### src/rtl/gsr_pur_assign.sv
// Chip-wide active-low PUR/GSR reset generator for IO/DDR primitive models.
// Both nets assert asynchronously with RSTN and release synchronously to SCLK, PUR before GSR.
module gsr_pur_assign #(
    parameter int unsigned SYNC_STAGES = 2,
    parameter int unsigned PUR_CYCLES  = 16,
    parameter int unsigned GSR_CYCLES  = 4,
    parameter int unsigned GSR_ENABLED = 1
) (
    output logic GSR,
    output logic PUR,
    input  logic SCLK,
    input  logic RSTN,
    input  logic GSR_REQN
);

    localparam int unsigned PW = $clog2(PUR_CYCLES + 1);
    localparam int unsigned GW = $clog2(GSR_CYCLES + 1);
    localparam logic [PW-1:0] PUR_MAX = PW'(PUR_CYCLES);
    localparam logic [GW-1:0] GSR_MAX = GW'(GSR_CYCLES);

    logic [SYNC_STAGES-1:0] rst_chain;
    logic [SYNC_STAGES-1:0] req_chain;
    logic                   rst_sync;
    logic                   req_sync;
    logic [PW-1:0]          p_cnt;
    logic [PW-1:0]          p_cnt_nxt_c;
    logic [GW-1:0]          g_cnt;
    logic                   gsr_clear_c;

    // Reset release synchronizer: ones shift in once RSTN is high.
    always_ff @(posedge SCLK or negedge RSTN) begin
        if (!RSTN) begin
            rst_chain <= '0;
        end else begin
            rst_chain <= {rst_chain[SYNC_STAGES-2:0], 1'b1};
        end
    end

    // Request synchronizer idles at 1 (no request) through reset.
    always_ff @(posedge SCLK or negedge RSTN) begin
        if (!RSTN) begin
            req_chain <= '1;
        end else begin
            req_chain <= {req_chain[SYNC_STAGES-2:0], GSR_REQN};
        end
    end

    assign rst_sync = rst_chain[SYNC_STAGES-1];
    assign req_sync = req_chain[SYNC_STAGES-1];

    always_comb begin
        p_cnt_nxt_c = p_cnt;
        if (!rst_sync) begin
            p_cnt_nxt_c = '0;
        end else if (p_cnt != PUR_MAX) begin
            p_cnt_nxt_c = p_cnt + PW'(1);
        end
    end

    // PUR releases on the same edge the stretch counter saturates.
    always_ff @(posedge SCLK or negedge RSTN) begin
        if (!RSTN) begin
            p_cnt <= '0;
            PUR   <= 1'b0;
        end else begin
            p_cnt <= p_cnt_nxt_c;
            PUR   <= rst_sync && (p_cnt_nxt_c == PUR_MAX);
        end
    end

    assign gsr_clear_c = !PUR || ((GSR_ENABLED != 0) && !req_sync);

    // A live clear condition drops GSR on the next edge even from a saturated count.
    always_ff @(posedge SCLK or negedge RSTN) begin
        if (!RSTN) begin
            g_cnt <= '0;
            GSR   <= 1'b0;
        end else begin
            GSR <= !gsr_clear_c && (g_cnt == GSR_MAX);
            if (gsr_clear_c) begin
                g_cnt <= '0;
            end else if (g_cnt != GSR_MAX) begin
                g_cnt <= g_cnt + GW'(1);
            end
        end
    end

endmodule

### config.mk
export PLATFORM = sky130hd
export DESIGN_NAME = gsr_pur_assign
export DESIGN_NICKNAME = d
export VERILOG_FILES = /design/src/rtl/gsr_pur_assign.sv
export SDC_FILE = /design/constraint.sdc
export NUM_CORES = 1
export LEC_CHECK = 0
export ABC_AREA = 1
export CAP_MARGIN = 10
export CORE_MARGIN = 2
export CORE_UTILIZATION = 42
export CTS_BUF_LIST = sky130_fd_sc_hd__clkbuf_16
export DETAILED_ROUTE_END_ITERATION = 6
export PLACE_DENSITY = 0.7
export SYNTH_ARGS = -nofsm -noshare
export SYNTH_HDL_FRONTEND = slang
export SYNTH_SLANG_ARGS = --single-unit
### constraint.sdc
create_clock -name SCLK -period 1.4 [get_ports SCLK]
set_input_delay 0.28 -clock SCLK [delete_from_list [all_inputs] [get_ports SCLK]]
set_output_delay 0.28 -clock SCLK [all_outputs]
set_load 0.01 [all_outputs]
# Word level (Yosys, flattened, before mapping)
# Cells that the tools add are included.
# totals
ff_bits,14
input_bits,3
output_inout_bits,2
word_cells,23
# classes
addsub,2
eq_ne,4
n_mux,4
n_reduce_logical,7
# ops
operator,count
5-bit 2-to-1 mux,2
3-bit 2-to-1 mux,2
5-bit by 1-bit adder with 5-bit output (second input constant),1
5-bit equality test (second input constant),1
5-bit != test (second input constant),1
3-bit by 1-bit adder with 3-bit output (second input constant),1
3-bit equality test (second input constant),1
1-bit logical NOT,3
3-bit != test (second input constant),1
1-bit logical AND,2
2-bit nonzero test,1
1-bit logical OR,1

# Depth between registers and ports, before layout
# Gate-level depths: netlist (run 1).
# depth
depth_word,5
mapped_depth,9

# Worst setup path after synthesis (run 1)
# OpenSTA, ideal clock, no wires.
# synth_path
path_kind,register to register
from,register p_cnt[0]
to,register PUR
setup_ps,115
arrival_time_ps,1016
t_required_ps,1285
path_slack_ps,269
path_stages_with_launch,10
path_buffers,0
period_less_slack_ps,1131
cell_sequence,dfrtp_1 -> inv_1 -> ha_1 -> nand2_1 -> inv_1 -> nand2_2 -> nand2_1 -> nand3_2 -> nand2_1 -> nor2_1
# synth_between
elab_chain_len,5
# synth_rtl
element,line_no,source
start: declaration,25,logic [PW-1:0] p_cnt;
start signal: assignment,66,p_cnt <= p_cnt_nxt_c;
5-bit by 1-bit adder with 5-bit output or 5-bit != test (tied branches),"56, 55",
5-bit 2-to-1 mux *,55,end else if (p_cnt != PUR_MAX) begin
5-bit 2-to-1 mux *,53,if (!rst_sync) begin
5-bit equality test *,67,PUR <= rst_sync && (p_cnt_nxt_c == PUR_MAX);
1-bit logical AND *,67,
end signal: assignment,67,
end: declaration,10,"output logic PUR,"
# Mark *: on every way between the ends. The rest lies on a longest branch, timed or not.
# A chain may end at the register's enable or synchronous reset.

# Worst setup path in the final report (run 1)
# Ends and elaborated chain as after synthesis.

==> results.py, run 1 <==
metrics = {
    "status": {
        "run_status": "finished clean",
    },
    "drt": {
        "post_drt_wl_per_cell_um": 11.8,
        "post-route-drc-count": 0,
        "met3WireLength_um": 62,
        "detail_route.iter0.violations": 8,
        "ant_nets": 0,
        "via_count": 438,
        "drt-vias-per-instance": 4.87,
        "dr_wl_met2_um": 507,
        "highest_layer": "met4",
        "route.final.wire_length_um": 1070,
        "routed_metal_1_wire_length_um": 477,
        "drt_first_pass_iters": 4,
    },
    "global_route": {
        "grt_pass1_vias": 485,
        "number_of_antenna_violations_at_the_first_check_in_global_routing": 0,
        "grt_util_all_layers_pct": 15.0,
        "globalRouteOverflowTotal": 0,
        "grt_max_degree": 15,
        "grt_pass1_wl_um": 1930,
    },
    "layout": {
        "final_area_um2": 778,
        "antenna_cells": 0,
        "layout.nets": 83,
        "mostFrequentLayoutCells": "sky130_fd_sc_hd__inv_1, sky130_fd_sc_hd__dfrtp_1, sky130_fd_sc_hd__nand2_1",
        "layout-drive-gt1-share_pct": 16.0,
        "final_common_cell": "sky130_fd_sc_hd__inv_1",
        "layout_stage_area_growth_over_the_synthesis_result_pct": 23.4,
    },
    "power_and_ir_drop": {
        "switching_share_of_power_pct": 19.8,
        "intPower_uw": 819,
        "powerDensity_nw_per_um2": 1310,
        "p_clk_share_pct": 52.5,
        "switching_power_uw": 202,
        "p_seq_share_pct": 42.6,
        "share_comb_of_total_power_pct": 4.9,
        "finalPower_uw": 1020,
        "power.ir.vdd_worst_uv": 874,
        "leakage_uw": 0.000423,
    },
    "die": {
        "placeableCoreArea_um2": 1350,
        "die_area_um2": 1830,
        "starting_utilization_of_the_core_area_pct": 46.7,
        "dieWidth_um": 42.8,
        "die_height_um": 42.8,
        "num_rows": 13,
        "pin_count": 5,
    },
    "synthesis": {
        "synth_fp_nets": 73,
        "synthesis.area_per_instance_um2": 9.55,
        "synth-seq-cells": 14,
        "synth.yosys.seq_area_share_pct": 56.0,
        "netlist_area_um2": 631,
        "synth.distinct_cells": 16,
        "synth.yosys.warnings": 0,
        "number_of_standard_cells_after_synthesis": 66,
    },
    "place": {
        "gp_congestion": 0.876,
        "place_hpwl_um": 757,
        "post_dp_cell_area_um2": 697,
        "port-buffer-count": 4,
    },
    "critical_path": {
        "worst_ep_required_time_ns": 1.54,
        "ff2ff_setup_slack_ns": 0.16,
        "critical_path_arrival_ns": 1.38,
        "critical_path.max_fanout": 5,
        "timing_worst_setup_path_type": "flop to flop",
        "setup.worst_path.end_class": "flop",
        "startpoint_type": "flop",
    },
    "sta": {
        "setup_viol": 0,
        "maxSlewViolCount": 0,
        "finalClockSkew_ns": 0.00268,
        "min_period_over_period_pct": 88.6,
        "maxClockFrequency_mhz": 806,
        "finalHoldViolations": 0,
        "total_negative_slack_ns": 0,
        "holdWs_ns": 0.345,
        "period_minus_slack_ns": 1.24,
        "rsz_0062_raised_after_global_routing": "no",
    },
    "cts": {
        "tritoncts_clock_tree": "done",
        "cts-buffers-inserted": 3,
        "ctsHtreeMaxLevel": 1,
        "hold_buffers": 0,
        "worstSkewPairLatency_ns": 0.24,
        "clock_pin_transition_on_the_worst_setup_and_hold_timing_paths_ns": 0.05,
        "clock-root-buffer": "sky130_fd_sc_hd__clkbuf_16",
        "clockBufferDepth": 2,
        "clock_sinks": 14,
    },
    "job": {
        "max_cap_viol_count": 0,
    },
    "hold_path": {
        "min_delay_path_class": "input port to asynchronous set/reset pin",
    },
}
cell usage after synthesis:
cell type	instances	share of area [%]
sky130_fd_sc_hd__inv_1	13	7.7
sky130_fd_sc_hd__dfrtp_1	12	48
sky130_fd_sc_hd__nand2_1	9	5.4
sky130_fd_sc_hd__nand3_1	6	4.8
sky130_fd_sc_hd__ha_1	4	7.9
sky130_fd_sc_hd__nor2_1	4	2.4
sky130_fd_sc_hd__nand2_2	3	3.0
sky130_fd_sc_hd__nand4_1	3	3.0
sky130_fd_sc_hd__o21ai_0	3	2.4
sky130_fd_sc_hd__a21oi_1	2	1.6
sky130_fd_sc_hd__dfstp_2	2	8.3
sky130_fd_sc_hd__conb_1	1	0.59
sky130_fd_sc_hd__nand3_2	1	1.6
sky130_fd_sc_hd__nor2_2	1	0.99
sky130_fd_sc_hd__xnor2_1	1	1.4
sky130_fd_sc_hd__xor2_1	1	1.4
path summary, 6_finish.rpt:
| kind | end | depth (start not counted) | from |
|---|---|---|---|
| setup / recovery | PUR$_DFF_PN0_ | 9 | p_cnt[0]$_DFF_PN0_ |
| hold reg to reg | rst_chain[1]$_DFF_PN0_ | 0 | rst_chain[0]$_DFF_PN0_ |
| hold / removal | g_cnt[2]$_DFFE_PN0N_ | 2 | RSTN |
| setup reg to reg | PUR$_DFF_PN0_ | 9 | p_cnt[0]$_DFF_PN0_ |
| max in group asynchronous | req_chain[0]$_DFF_PN1_ | 2 | RSTN |
| min in group SCLK | rst_chain[1]$_DFF_PN0_ | 0 | rst_chain[0]$_DFF_PN0_ |
routing by layer:
metal  global-route usage, %  vias up
li1                        -      221
met1                    16.4      205
met2                    23.6        9
met3                    7.66        3
met4                    7.50        0
met5                       0        -
area by class of cell:
type	count	area (um2)
fillers	117	572
flip-flops and latches	14	354
multi-input cells	39	229
clock buffers	3	75.1
repair buffers	5	48.8
inverters	13	48.8
well taps	15	18.8
clock inverters	1	3.75
state kept, by name (all words and copies together), names as in the netlist:
| signal | cells |
|---|---|
| p_cnt | 5 |
| req_chain | 2 |
| g_cnt | 3 |
| rst_chain | 2 |
| GSR | 1 |
| PUR | 1 |
worst max-delay path, cell delays in order, from the launching register on:
cell and delay (ns):
sky130_fd_sc_hd__dfrtp_2 0.43, sky130_fd_sc_hd__inv_1 0.08, sky130_fd_sc_hd__ha_1 0.14, sky130_fd_sc_hd__nand2_1 0.05
sky130_fd_sc_hd__inv_1 0.09, sky130_fd_sc_hd__nand2_2 0.08, sky130_fd_sc_hd__nand2_1 0.07, sky130_fd_sc_hd__nand3_2 0.08
sky130_fd_sc_hd__nand2_1 0.07, sky130_fd_sc_hd__nor2_1 0.05
stage by stage:
stage                     worst slack [ns]  instances  util, %
after floorplan                      0.269         66        -
after global placement               0.200         86     51.6
after detailed placement             0.188         86     51.6
after CTS                           0.0127         90     57.4
after global routing               0.00397         90     57.6
final                                0.160         90     57.6
power groups by stage:
stage / sequential, uW / combinational, uW / clock (uW)
global route: 437 / 60.2 / 560
global placement: 439 / 49.0 / 0
finish: 434 / 50.2 / 536
floorplan: 437 / 29.2 / 0
CTS: 433 / 50.6 / 550
detailed placement: 439 / 49.7 / 0
timing repair:
| action | in CTS | in global routing |
|---|---|---|
| gates resized for setup | 1 | 2 |
| setup endpoints to repair | 1 | 2 |
| pin swaps | 0 | 0 |
| setup buffers | 0 | 0 |
| hold endpoints to repair | 0 | 0 |
cells by family after synthesis:
kind of cell / Yosys count / synth area share (%)
flip-flops: 14 / 56.0
XOR/XNOR: 2 / 2.78
adder cells (fa/ha/maj): 4 / 7.94
buffers and inverters: 13 / 7.74
other: 1 / 0.595
AO/OA/AOI/OAI: 5 / 3.97
AND/OR/NAND/NOR: 27 / 21.0
No activity file was read; power rests on OpenSTA's default activity.
==> run 2, diff against run 1 <==
- CTS_CLUSTER_DIAMETER: not set -> 80
==> results of run 2 <==
Final layout, timing and power as in run 1 (identical DEF).
==> run 3, diff against run 2 <==
--- a/config.mk
+++ b/config.mk
@@ -7,5 +7,5 @@
 export LEC_CHECK = 0
 export ABC_AREA = 1
-export CAP_MARGIN = 10
+export ABC_CLOCK_PERIOD_IN_PS = 1400
 export CORE_MARGIN = 2
 export CORE_UTILIZATION = 42
==> constraint.sdc (replaced) <==
create_clock -name SCLK -period 1.4 [get_ports SCLK]
set_input_delay 0.14 -clock SCLK [delete_from_list [all_inputs] [get_ports SCLK]]
set_output_delay 0.14 -clock SCLK [all_outputs]
set_load 0.01 [all_outputs]
==> results.py, run 3 (synthesis gave the netlist of run 1 again) <==
metrics = {
    "cts": {
        "tritoncts_clock_tree": "done",
        "clock-root-buffer": "sky130_fd_sc_hd__clkbuf_16",
        "cts_setup_buffers": 0,
        "clockBufferDepth": 2,
        "clock_sinks": 14,
        "worstSkewPairLatency_ns": 0.25,
        "ctsHtreeMaxLevel": 1,
        "hold_buffers": 0,
        "clock_pin_transition_on_the_worst_setup_and_hold_timing_paths_ns": 0.05,
        "cts-buffers-inserted": 3,
    },
    "sta": {
        "maxSlewViolCount": 0,
        "total_negative_slack_ns": 0,
        "period_minus_slack_ns": 1.25,
        "maxClockFrequency_mhz": 798,
        "finalHoldViolations": 0,
        "finalClockSkew_ns": 0.00906,
        "rsz_0062_raised_after_global_routing": "no",
        "min_period_over_period_pct": 89.5,
        "setup_viol": 0,
    },
    "layout": {
        "antenna_cells": 0,
        "layoutNonFillerInstCount": 90,
        "sequential_cell_area_um2": 354,
        "num-fill-cells": 121,
        "layout.nets": 83,
        "layout_stage_area_growth_over_the_synthesis_result_pct": 23.2,
        "layout_top_registers": "p_cnt (5), g_cnt (3)",
        "layout-drive-gt1-share_pct": 16.0,
        "final_area_um2": 777,
        "final_core_util_pct": 57.6,
        "largest_register_ff_count": 5,
        "largest-register": "p_cnt",
        "area_of_combinational_cells_with_multiple_inputs_um2": 229,
        "mostFrequentLayoutCells": "sky130_fd_sc_hd__inv_1, sky130_fd_sc_hd__dfrtp_1, sky130_fd_sc_hd__nand2_1",
        "final_common_cell": "sky130_fd_sc_hd__inv_1",
    },
    "critical_path": {
        "timing_worst_setup_path_type": "flop to flop",
        "setup.worst_path.end_class": "flop",
        "critical-path-max-stage-delay_ns": 0.44,
        "critical_path.endpoint": "PUR$_DFF_PN0_",
        "ff2ff_setup_slack_ns": 0.15,
        "worst_ep_required_time_ns": 1.53,
        "path_delay_family": "flip-flops",
        "worst-path-stages": 9,
        "startpoint_type": "flop",
        "path_common_cell": "sky130_fd_sc_hd__nand2_1",
        "r2r_cells": 9,
        "crit_path_top_delay_cell": "sky130_fd_sc_hd__dfrtp_2",
        "critical_path.max_fanout": 5,
        "critical_path_arrival_ns": 1.38,
        "timing.critical_path.cells": "inv_1 > ha_1 > nand2_1 > inv_1 > nand2_2 > nand2_1 > nand3_2 > nand2_1 > nor2_1",
        "critPathLaunch": "p_cnt[0]$_DFF_PN0_",
        "cp_num_buf_inv": 2,
        "r2r-end": "PUR$_DFF_PN0_",
        "r2r-start": "p_cnt[0]$_DFF_PN0_",
    },
    "global_route": {
        "grt_pass1_wl_um": 1770,
        "number_of_antenna_violations_at_the_first_check_in_global_routing": 0,
        "grt_pass1_vias": 409,
        "grt_max_degree": 15,
        "grt_util_all_layers_pct": 14.1,
        "globalRouteOverflowTotal": 0,
    },
    "drt": {
        "via_count": 435,
        "post_drt_wl_per_cell_um": 11.4,
        "post-route-drc-count": 0,
        "route.final.wire_length_um": 1030,
        "drt-vias-per-instance": 4.83,
        "detail_route.iter0.violations": 13,
        "drt_first_pass_iters": 4,
        "ant_nets": 0,
    },
    "die": {
        "die_height_um": 42.8,
        "dieWidth_um": 42.8,
        "num_rows": 13,
        "placeableCoreArea_um2": 1350,
        "die_area_um2": 1830,
        "starting_utilization_of_the_core_area_pct": 46.7,
        "pin_count": 5,
    },
    "power_and_ir_drop": {
        "leakage_uw": 0.000403,
        "powerDensity_nw_per_um2": 1310,
        "finalPower_uw": 1020,
        "power.ir.vdd_worst_uv": 708,
    },
    "place": {
        "dp_cells": 86,
        "place_hpwl_um": 735,
        "gp_congestion": 0.831,
        "port-buffer-count": 4,
        "post_dp_cell_area_um2": 697,
    },
    "hold_path": {
        "min_delay_path_class": "input port to asynchronous set/reset pin",
    },
    "status": {
        "run_status": "finished clean",
    },
    "job": {
        "max_cap_viol_count": 0,
    },
}
## run 3: report_power, final
part / switching (uW) / leakage (uW) / internal, uW / total, uW
Clock: 158 / 0.0000423 / 377 / 535
Combinational: 29.2 / 0.000180 / 20.1 / 49.3
Sequential: 13.3 / 0.000180 / 421 / 435
## run 3: routing by layer
layer / vias up / share of wire [%] / GRT usage (%)
li1: 221 / - / -
met1: 204 / 45 / 16.3
met2: 6 / 47 / 20.6
met3: 4 / 4.4 / 5.11
met4: 0 / 2.9 / 11.3
met5: - / 0 / 0
## run 3: cell type report
cell class | instances | share of cell area (%)
clock buffer | 3 | 9.66
clock inverter | 1 | 0.483
inverter | 13 | 6.28
multi-input combinational | 39 | 29.5
sequential | 14 | 45.6
tap | 15 | 2.42
timing repair buffer | 5 | 6.12
## run 3: worst min-delay path by stage
stage | to | slack (ns) | cells past startpoint
6_report | g_cnt[1]$_DFFE_PN0N_ | 0.20 | 2
5_1_grt | GSR$_DFF_PN0_ | 0.22 | 2
4_1_cts | g_cnt[1]$_DFFE_PN0N_ | 0.21 | 2
3_5_place_dp | rst_chain[1]$_DFF_PN0_ | 0.34 | 0
3_3_place_gp | rst_chain[1]$_DFF_PN0_ | 0.34 | 0
2_1_floorplan | GSR$_DFF_PN0_ | -0.16 | 0
## run 3: per-stage QoR
step / hold WS (ns) / worst slack (ns)
floorplan: -0.156 / 0.269
global route: 0.215 / 0.0481
finish: 0.200 / 0.147
CTS: 0.207 / 0.114
global placement: 0.336 / 0.154
detailed placement: 0.340 / 0.133
## run 3: timing repair
action,4_1_cts,5_1_grt
hold endpoints to repair,0,0
resized for setup,0,1
setup endpoints to repair,0,1
